**config.mk**
```make
export PLATFORM = sky130hd
export DESIGN_NAME = vec_lsu_flat
export DESIGN_NICKNAME = d
export VERILOG_FILES = /design/src/rtl/vec_pkg.sv /design/src/rtl/vec_lsu_if.sv /design/src/rtl/vec_addr_gen.sv /design/src/rtl/vec_lsu.sv /design/src/flat_wrapper.sv
export SDC_FILE = /design/constraint.sdc
export NUM_CORES = 1
export LEC_CHECK = 0
export ABC_AREA = 1
export CAP_MARGIN = 30
export CELL_PAD_IN_SITES_DETAIL_PLACEMENT = 1
export CELL_PAD_IN_SITES_GLOBAL_PLACEMENT = 1
export CORE_MARGIN = 8
export CORE_UTILIZATION = 37
export CTS_CLUSTER_DIAMETER = 30
export DETAILED_ROUTE_END_ITERATION = 10
export PLACE_DENSITY = 0.82
export SYNTH_ARGS = -nofsm -noshare
export SYNTH_HDL_FRONTEND = slang
export SYNTH_SLANG_ARGS = --single-unit
```
**constraint.sdc**
```tcl
create_clock -name Clk1 -period 3.1 [get_ports Clk1]
set_input_delay 0.465 -clock Clk1 [delete_from_list [all_inputs] [get_ports Clk1]]
set_output_delay 0.465 -clock Clk1 [all_outputs]
set_load 0.05 [all_outputs]
```
**src/rtl/vec_pkg.sv**
```systemverilog
// Shared types and default sizes for the vector load/store unit.
// Build option: VEC_LSU_STRIDE_EN (see vec_addr_gen / vec_lsu).
package vec_pkg;

    localparam int ELEM_W_DEF   = 16;
    localparam int NUM_ELEM_DEF = 16;
    localparam int ADDR_W_DEF   = 16;

    // Transfer sequencer states; exported on the top-level state_dbg port.
    typedef enum logic [2:0] {
        IDLE  = 3'd0,
        LOAD  = 3'd1,
        DRAIN = 3'd2,
        STORE = 3'd3,
        DONE  = 3'd4
    } state_t;

endpackage

```
**src/rtl/vec_lsu_if.sv**
```systemverilog
// Single-port memory bus between the vector LSU (master) and memory (slave).
// Handshake: there is no back-pressure. RD or WR high for one cycle is one
// access at Addr; RD and WR are never high together. Read data is returned
// on DataIn exactly one cycle after the RD cycle. dataOut is zero unless WR.
interface vec_lsu_if #(
    parameter int ADDR_W = 16,
    parameter int ELEM_W = 16
);
    logic [ADDR_W-1:0] Addr;
    logic              RD;
    logic              WR;
    logic [ELEM_W-1:0] dataOut;
    logic [ELEM_W-1:0] DataIn;

    modport master (
        output Addr,
        output RD,
        output WR,
        output dataOut,
        input  DataIn
    );

    modport slave (
        input  Addr,
        input  RD,
        input  WR,
        input  dataOut,
        output DataIn
    );
endinterface

```
**src/rtl/vec_addr_gen.sv**
```systemverilog
// Element address generator: loads the base address, then advances by the
// captured stride once per step; arithmetic wraps modulo 2^ADDR_W.
// Build option: VEC_LSU_STRIDE_EN. Without it the step is a fixed +1 and no
// stride register or stride port exists.
module vec_addr_gen #(
    parameter int ADDR_W = vec_pkg::ADDR_W_DEF
) (
    input  logic              Clk1,
    input  logic              Reset,
    input  logic              load,
    input  logic              step,
    input  logic [ADDR_W-1:0] base,
`ifdef VEC_LSU_STRIDE_EN
    input  logic [ADDR_W-1:0] stride,
`endif
    output logic [ADDR_W-1:0] addr
);

`ifdef VEC_LSU_STRIDE_EN
    logic [ADDR_W-1:0] stride_q;

    // Address accumulator with stride captured at load; negative strides wrap naturally.
    always_ff @(posedge Clk1) begin
        if (Reset) begin
            addr     <= '0;
            stride_q <= '0;
        end else if (load) begin
            addr     <= base;
            stride_q <= stride;
        end else if (step) begin
            addr     <= addr + stride_q;
        end
    end
`else
    // Unit-stride address counter.
    always_ff @(posedge Clk1) begin
        if (Reset) begin
            addr <= '0;
        end else if (load) begin
            addr <= base;
        end else if (step) begin
            addr <= addr + 1'b1;
        end
    end
`endif

endmodule

```
**src/rtl/vec_lsu.sv**
```systemverilog
// Vector load/store unit: moves count+1 elements between a packed vector
// register and a single-port memory with read latency 1, one element per cycle.
// Build option: VEC_LSU_STRIDE_EN enables the signed stride input; otherwise
// the stride input is ignored and consecutive addresses are used.
module vec_lsu
    import vec_pkg::*;
#(
    parameter int ELEM_W   = ELEM_W_DEF,
    parameter int NUM_ELEM = NUM_ELEM_DEF,
    parameter int ADDR_W   = ADDR_W_DEF
) (
    input  logic                         Clk1,
    input  logic                         Reset,
    input  logic                         start,
    input  logic                         is_store,
    input  logic [ADDR_W-1:0]            base_addr,
    input  logic [ADDR_W-1:0]            stride,
    input  logic [$clog2(NUM_ELEM)-1:0]  count,
    input  logic [NUM_ELEM*ELEM_W-1:0]   st_data,
    output logic [NUM_ELEM*ELEM_W-1:0]   ld_data,
    output logic                         busy,
    output logic                         done,
    output state_t                       state_dbg,
    vec_lsu_if.master                    mem
);

    localparam int CNT_W = $clog2(NUM_ELEM);

    state_t                     state_q, state_d;
    logic [CNT_W-1:0]           idx_q;
    logic [CNT_W-1:0]           count_q;
    logic [NUM_ELEM*ELEM_W-1:0] st_q;
    logic                       rd_pend_q;
    logic [CNT_W-1:0]           rd_idx_q;
    logic [ADDR_W-1:0]          gen_addr;
    logic                       rd;
    logic                       wr;
    logic                       accept;
    logic                       last;

    assign accept    = (state_q == IDLE) && start;
    assign last      = (idx_q == count_q);
    assign state_dbg = state_q;

    vec_addr_gen #(
        .ADDR_W (ADDR_W)
    ) u_addr_gen (
        .Clk1   (Clk1),
        .Reset  (Reset),
        .load   (accept),
        .step   ((rd || wr) && !last),
        .base   (base_addr),
`ifdef VEC_LSU_STRIDE_EN
        .stride (stride),
`endif
        .addr   (gen_addr)
    );

`ifndef VEC_LSU_STRIDE_EN
    logic unused_stride;
    assign unused_stride = ^stride;
`endif

    // State register; Reset wins over any pending start.
    always_ff @(posedge Clk1) begin
        if (Reset) begin
            state_q <= IDLE;
        end else begin
            state_q <= state_d;
        end
    end

    // Next-state and per-state control outputs.
    always_comb begin
        state_d = state_q;
        busy    = 1'b1;
        done    = 1'b0;
        rd      = 1'b0;
        wr      = 1'b0;
        case (state_q)
            IDLE: begin
                busy = 1'b0;
                if (start) begin
                    state_d = is_store ? STORE : LOAD;
                end
            end
            LOAD: begin
                rd = 1'b1;
                if (last) begin
                    state_d = DRAIN;
                end
            end
            DRAIN: begin
                state_d = DONE;
            end
            STORE: begin
                wr = 1'b1;
                if (last) begin
                    state_d = DONE;
                end
            end
            DONE: begin
                done    = 1'b1;
                state_d = IDLE;
            end
            default: begin
                state_d = IDLE;
            end
        endcase
    end

    // Memory port drive; address and write data are forced to zero between accesses.
    always_comb begin
        mem.RD      = rd;
        mem.WR      = wr;
        mem.Addr    = (rd || wr) ? gen_addr : '0;
        mem.dataOut = wr ? st_q[int'(idx_q)*ELEM_W +: ELEM_W] : '0;
    end

    // Element index, captured request and load-return capture one cycle after each RD.
    always_ff @(posedge Clk1) begin
        if (Reset) begin
            idx_q     <= '0;
            count_q   <= '0;
            st_q      <= '0;
            ld_data   <= '0;
            rd_pend_q <= 1'b0;
            rd_idx_q  <= '0;
        end else begin
            rd_pend_q <= rd;
            rd_idx_q  <= idx_q;
            if (accept) begin
                idx_q   <= '0;
                count_q <= count;
                st_q    <= st_data;
                if (!is_store) begin
                    ld_data <= '0;
                end
            end else if ((rd || wr) && !last) begin
                idx_q <= idx_q + 1'b1;
            end
            if (rd_pend_q) begin
                ld_data[int'(rd_idx_q)*ELEM_W +: ELEM_W] <= mem.DataIn;
            end
        end
    end

endmodule

```
**src/flat_wrapper.sv**
```systemverilog
// flat-port wrapper written by rule: the top's interface ports become plain ports
module vec_lsu_flat import vec_pkg::*;
#(
    parameter int ELEM_W   = ELEM_W_DEF,
    parameter int NUM_ELEM = NUM_ELEM_DEF,
    parameter int ADDR_W   = ADDR_W_DEF
)
  (Clk1, Reset, start, is_store, base_addr, stride, count, st_data, ld_data, busy, done, state_dbg, mem_Addr, mem_RD, mem_WR, mem_dataOut, mem_DataIn);
  vec_lsu_if #(.ADDR_W(ADDR_W), .ELEM_W(ELEM_W)) mem_i ();
  input  logic Clk1;
  input  logic Reset;
  input  logic start;
  input  logic is_store;
  input  logic [ADDR_W-1:0] base_addr;
  input  logic [ADDR_W-1:0] stride;
  input  logic [$clog2(NUM_ELEM)-1:0] count;
  input  logic [NUM_ELEM*ELEM_W-1:0] st_data;
  output logic [NUM_ELEM*ELEM_W-1:0] ld_data;
  output logic busy;
  output logic done;
  output state_t state_dbg;
  output wire logic [$bits(mem_i.Addr)-1:0] mem_Addr;
  output wire logic [$bits(mem_i.RD)-1:0] mem_RD;
  output wire logic [$bits(mem_i.WR)-1:0] mem_WR;
  output wire logic [$bits(mem_i.dataOut)-1:0] mem_dataOut;
  input wire logic [$bits(mem_i.DataIn)-1:0] mem_DataIn;
  assign mem_Addr = mem_i.Addr;
  assign mem_RD = mem_i.RD;
  assign mem_WR = mem_i.WR;
  assign mem_dataOut = mem_i.dataOut;
  assign mem_i.DataIn = mem_DataIn;
  vec_lsu #(.ELEM_W(ELEM_W), .NUM_ELEM(NUM_ELEM), .ADDR_W(ADDR_W)) u_core (.Clk1(Clk1), .Reset(Reset), .start(start), .is_store(is_store), .base_addr(base_addr), .stride(stride), .count(count), .st_data(st_data), .ld_data(ld_data), .busy(busy), .done(done), .state_dbg(state_dbg), .mem(mem_i));
endmodule
```
==> qor.txt <==
Post-route clock period utilization - 96.3%
Sequential fraction of the synthesis area - 45.1%
Clock-pin transition on the worst setup and hold timing paths - 0.04 ns
Post-synthesis instance area - 0.0242 sq mm
Number of H-tree branching levels - 4
Fillcell total - 8046
Warnings, synthesis - 0
XOR/XNOR Fraction of Synth Area - 0.140%
Pin count of the biggest net entering global routing - 174
Max-capacitance violation count - 0
Post-synthesis mux area share - 0.0414%
Compound-cell area share of the yosys netlist - 18.1%
Latest clock arrival within the worst-skew pair - 0.70 ns
Nets - 4405
CTS tree - yes
Port Buf Inserts - 590
Number of antenna violations at the first check in global routing - 28
Cells after Synth - 3573
Rows - 93
Wire length per cell - 22.3 microns
Synthesis-to-layout area growth - 47.4%
Relative slew slack - 29.8%
DRC violation count after routing - 0
Share of synthesized cell area in and, or, nand and nor gates - 27.5%
Largest fanout of any net on the critical path - 75
Data arrival at the endpoint of the critical path - 2.52 ns
Crit path from - u_core.idx_q[0]
Height of the die - 272 microns
Core outline area - 0.0645 sq mm
CTS sink cnt - 544
Max Transition Viols Final - 0
Transition at the pin with the smallest max-transition slack - 1.05 ns
P per Cell Area - 697 mW/mm^2
Depth of the worst hold-timing path - 4
Placement Cell Area - 0.0309 sq mm
Unique masters post-synth - 36
Routed vias/inst - 5.33
Final total power - 24.8 mW
DIE AREA - 0.0737 sq mm
Hold violation count in the final report - 0
Critical Path RT - 2.63 ns
Max Fclk - 335 MHz
Worst min-delay path class - primary input to flop
Final standard cell area without fillers - 0.0356 sq mm
Average instance area after synthesis - 6.76 sq um
Run status - finished clean
Worst setup SP type - flop
Hold-fix buffers, CTS - 0
Vias in the first global route - 27900
Adder-cell share of the synthesized area - 0.207%
Bufs on Longest Clock Path - 3
Dominant combinational cell family by area after synthesis - simple AND/OR/NAND/NOR gates
Tmin final - 2.99 ns
Placed wire-length estimate - 77.5 mm
Grt ovf - 0
Number of DRC markers after the initial detailed-route iteration - 1897
Final setup violation count - 0
Static leakage - 14.2 nW
Yosys reg bits - 544
Hold wc startpoint - Reset
Number of iterations in the first detailed-routing pass - 5
Final hold slack - 0.271 ns
Depth of the worst register-to-register path - 7
Post-synth net total - 3889
Post-route antenna net violation count - 0
Kind of end point of the critical path - output port
Die span in x - 272 microns
Number of ports placed on the die boundary - 607
Final Routed Wirelength - 113 mm
Classification of the worst setup path - flop to output port
Worst reg2reg startpoint - u_core.rd_idx_q[2]
Number of buffers added by the clock tree synthesis step - 138
Fraction of final layout cells sized beyond drive strength 1 - 7.99%
Clk Tree Root Cell - clkbuf_16
Initial Util - 37.5%
First-pass GRT wire length - 169 mm
Worst supply voltage drop on vdd - 475 uV
Weighted congestion at the end of routability-driven global placement - 0.848
Final clock skew - 0.0285 ns
GRT Util Overall - 29.4%
Vias post-DR - 27000
==> metrics by stage <==
step                      std cells  setup slack [ns]  util [%]  setup TNS [ns]
after global placement         4802             0.498      48.0               0
after global routing           5056           -0.0148      55.2         -0.0148
after detailed placement       4802             0.466      48.0               0
after CTS                      5047            0.0195      55.1               0
after floorplan                3573            -0.197         -           -1.97
final                          5062             0.114      55.2               0
==> layer usage <==
layer	GRT usage, %	up-vias	wire [microns]
met5	0	-	188
met4	16.5	24	6600
met3	8.76	308	8460
met2	50.5	951	55200
met1	32.1	13000	42500
li1	-	12700	-
==> path summary, 6_finish.rpt <==
| check | slack (ns) | end |
|---|---|---|
| setup / recovery | 0.11 | mem_dataOut[6] |
| hold / removal | 0.27 | u_core.st_q[17] |
| setup reg to reg | 0.51 | u_core.ld_data[245] |
| hold reg to reg | 0.45 | u_core.st_q[93] |
==> kinds of logic (layout without fill, tap and decap cells) <==
kind of cell | Yosys count | in the layout
compound gates | 836 | 836
xor+xnor | 3 | 3
fa+ha+maj | 4 | 4
buf+inv | 567 | 1186
flops | 544 | 544
mux | 1 | 1
other cells | 0 | 15
simple gates | 1618 | 1618
==> sequential cells by signal, indices dropped and copies added, names as in the netlist <==
register and flops:
u_core.rd_pend_q 1, u_core.u_addr_gen.addr 16, u_core.idx_q 4, u_core.count_q 4
u_core.st_q 256, u_core.ld_data 256, u_core.state_dbg 3, u_core.rd_idx_q 4
==> timing repair <==
| action | 4_1_cts | 5_1_grt |
|---|---|---|
| endpoints found under the setup margin | 32 | 16 |
| pin swaps | 0 | 0 |
| resized for setup | 25 | 6 |
| buffers inserted | 1 | 0 |
| gates cloned | 1 | 0 |
==> power by group <==
part           switching [mW]  internal [mW]  total, mW  leakage [nW]
combinational            2.05           1.05       3.09          7.49
clock                    4.29           9.73       14.0          2.24
sequential              0.224           7.48       7.70          4.44
==> cell type report <==
cell class | instances | area [sq um] | area share, %
multi-input combinational | 2462 | 11200 | 31.4
inverter | 288 | 1100 | 3.09
sequential | 544 | 10900 | 30.6
timing repair buffer | 655 | 6770 | 19.0
antenna | 15 | 37.5 | 0.105
tap | 855 | 1070 | 3.00
clock inverter | 41 | 538 | 1.51
clock buffer | 202 | 4010 | 11.3
==> synth_stat cells (all sizes together) <==
library cell	instances	area, sq um
nand4	72	450
o31ai	1	7.51
nor2	451	1710
xor2	2	25.0
mux2i	1	10.0
nand3	231	1170
a211oi	1	7.51
nor3b	2	15.0
inv	283	1060
a22oi	33	248
or2	5	31.3
clkinv	5	18.8
xnor2	1	8.76
buf	65	283
o21ai	276	1380
nand3b	1	7.51
nor3	15	80.1
a21oi	487	2440
a21o	1	7.51
ha	4	50.1
clkbuf	214	803
nand2	841	3170
dfxtp	544	10900
o21bai	1	7.51
o211ai	36	270
==> worst max-delay path: stages (launching register included) <==
cell and delay, ns:
dfxtp_4 0.39, bufbuf_16 0.38, a21oi_1 0.18, o21ai_0 0.13, nand3_1 0.12, nand3_1 0.17, a21oi_2 0.28, buf_12 0.17
==> cell usage in the layout, fill, tap and decap left out, types with 5 or more instances in the layout <==
cell             synthesis  layout
or2_2                    5       5
dfxtp_1                544     542
nand2_1                836     836
diode_2                  0      15
o21ai_0                275     275
a22oi_1                 33      33
inv_1                  274     272
buf_4                    1      48
clkbuf_8                 0      27
nand4_1                 72      72
buf_12                   0      31
bufinv_16                0      11
inv_2                    9       8
o211ai_1                36      36
clkbuf_1               214      35
inv_6                    0       7
nand3_1                229     228
clkinv_2                 0      20
nor2_4                   1       5
nor2_1                 445     443
dlygate4sd2_1            0      17
nand2_2                  5       5
a21oi_1                487     482
clkbuf_16                0     140
nor3_1                  14      13
clkdlybuf4s50_1          0     556
a21oi_2                  0       5
(Power assumes the default switching activity.)
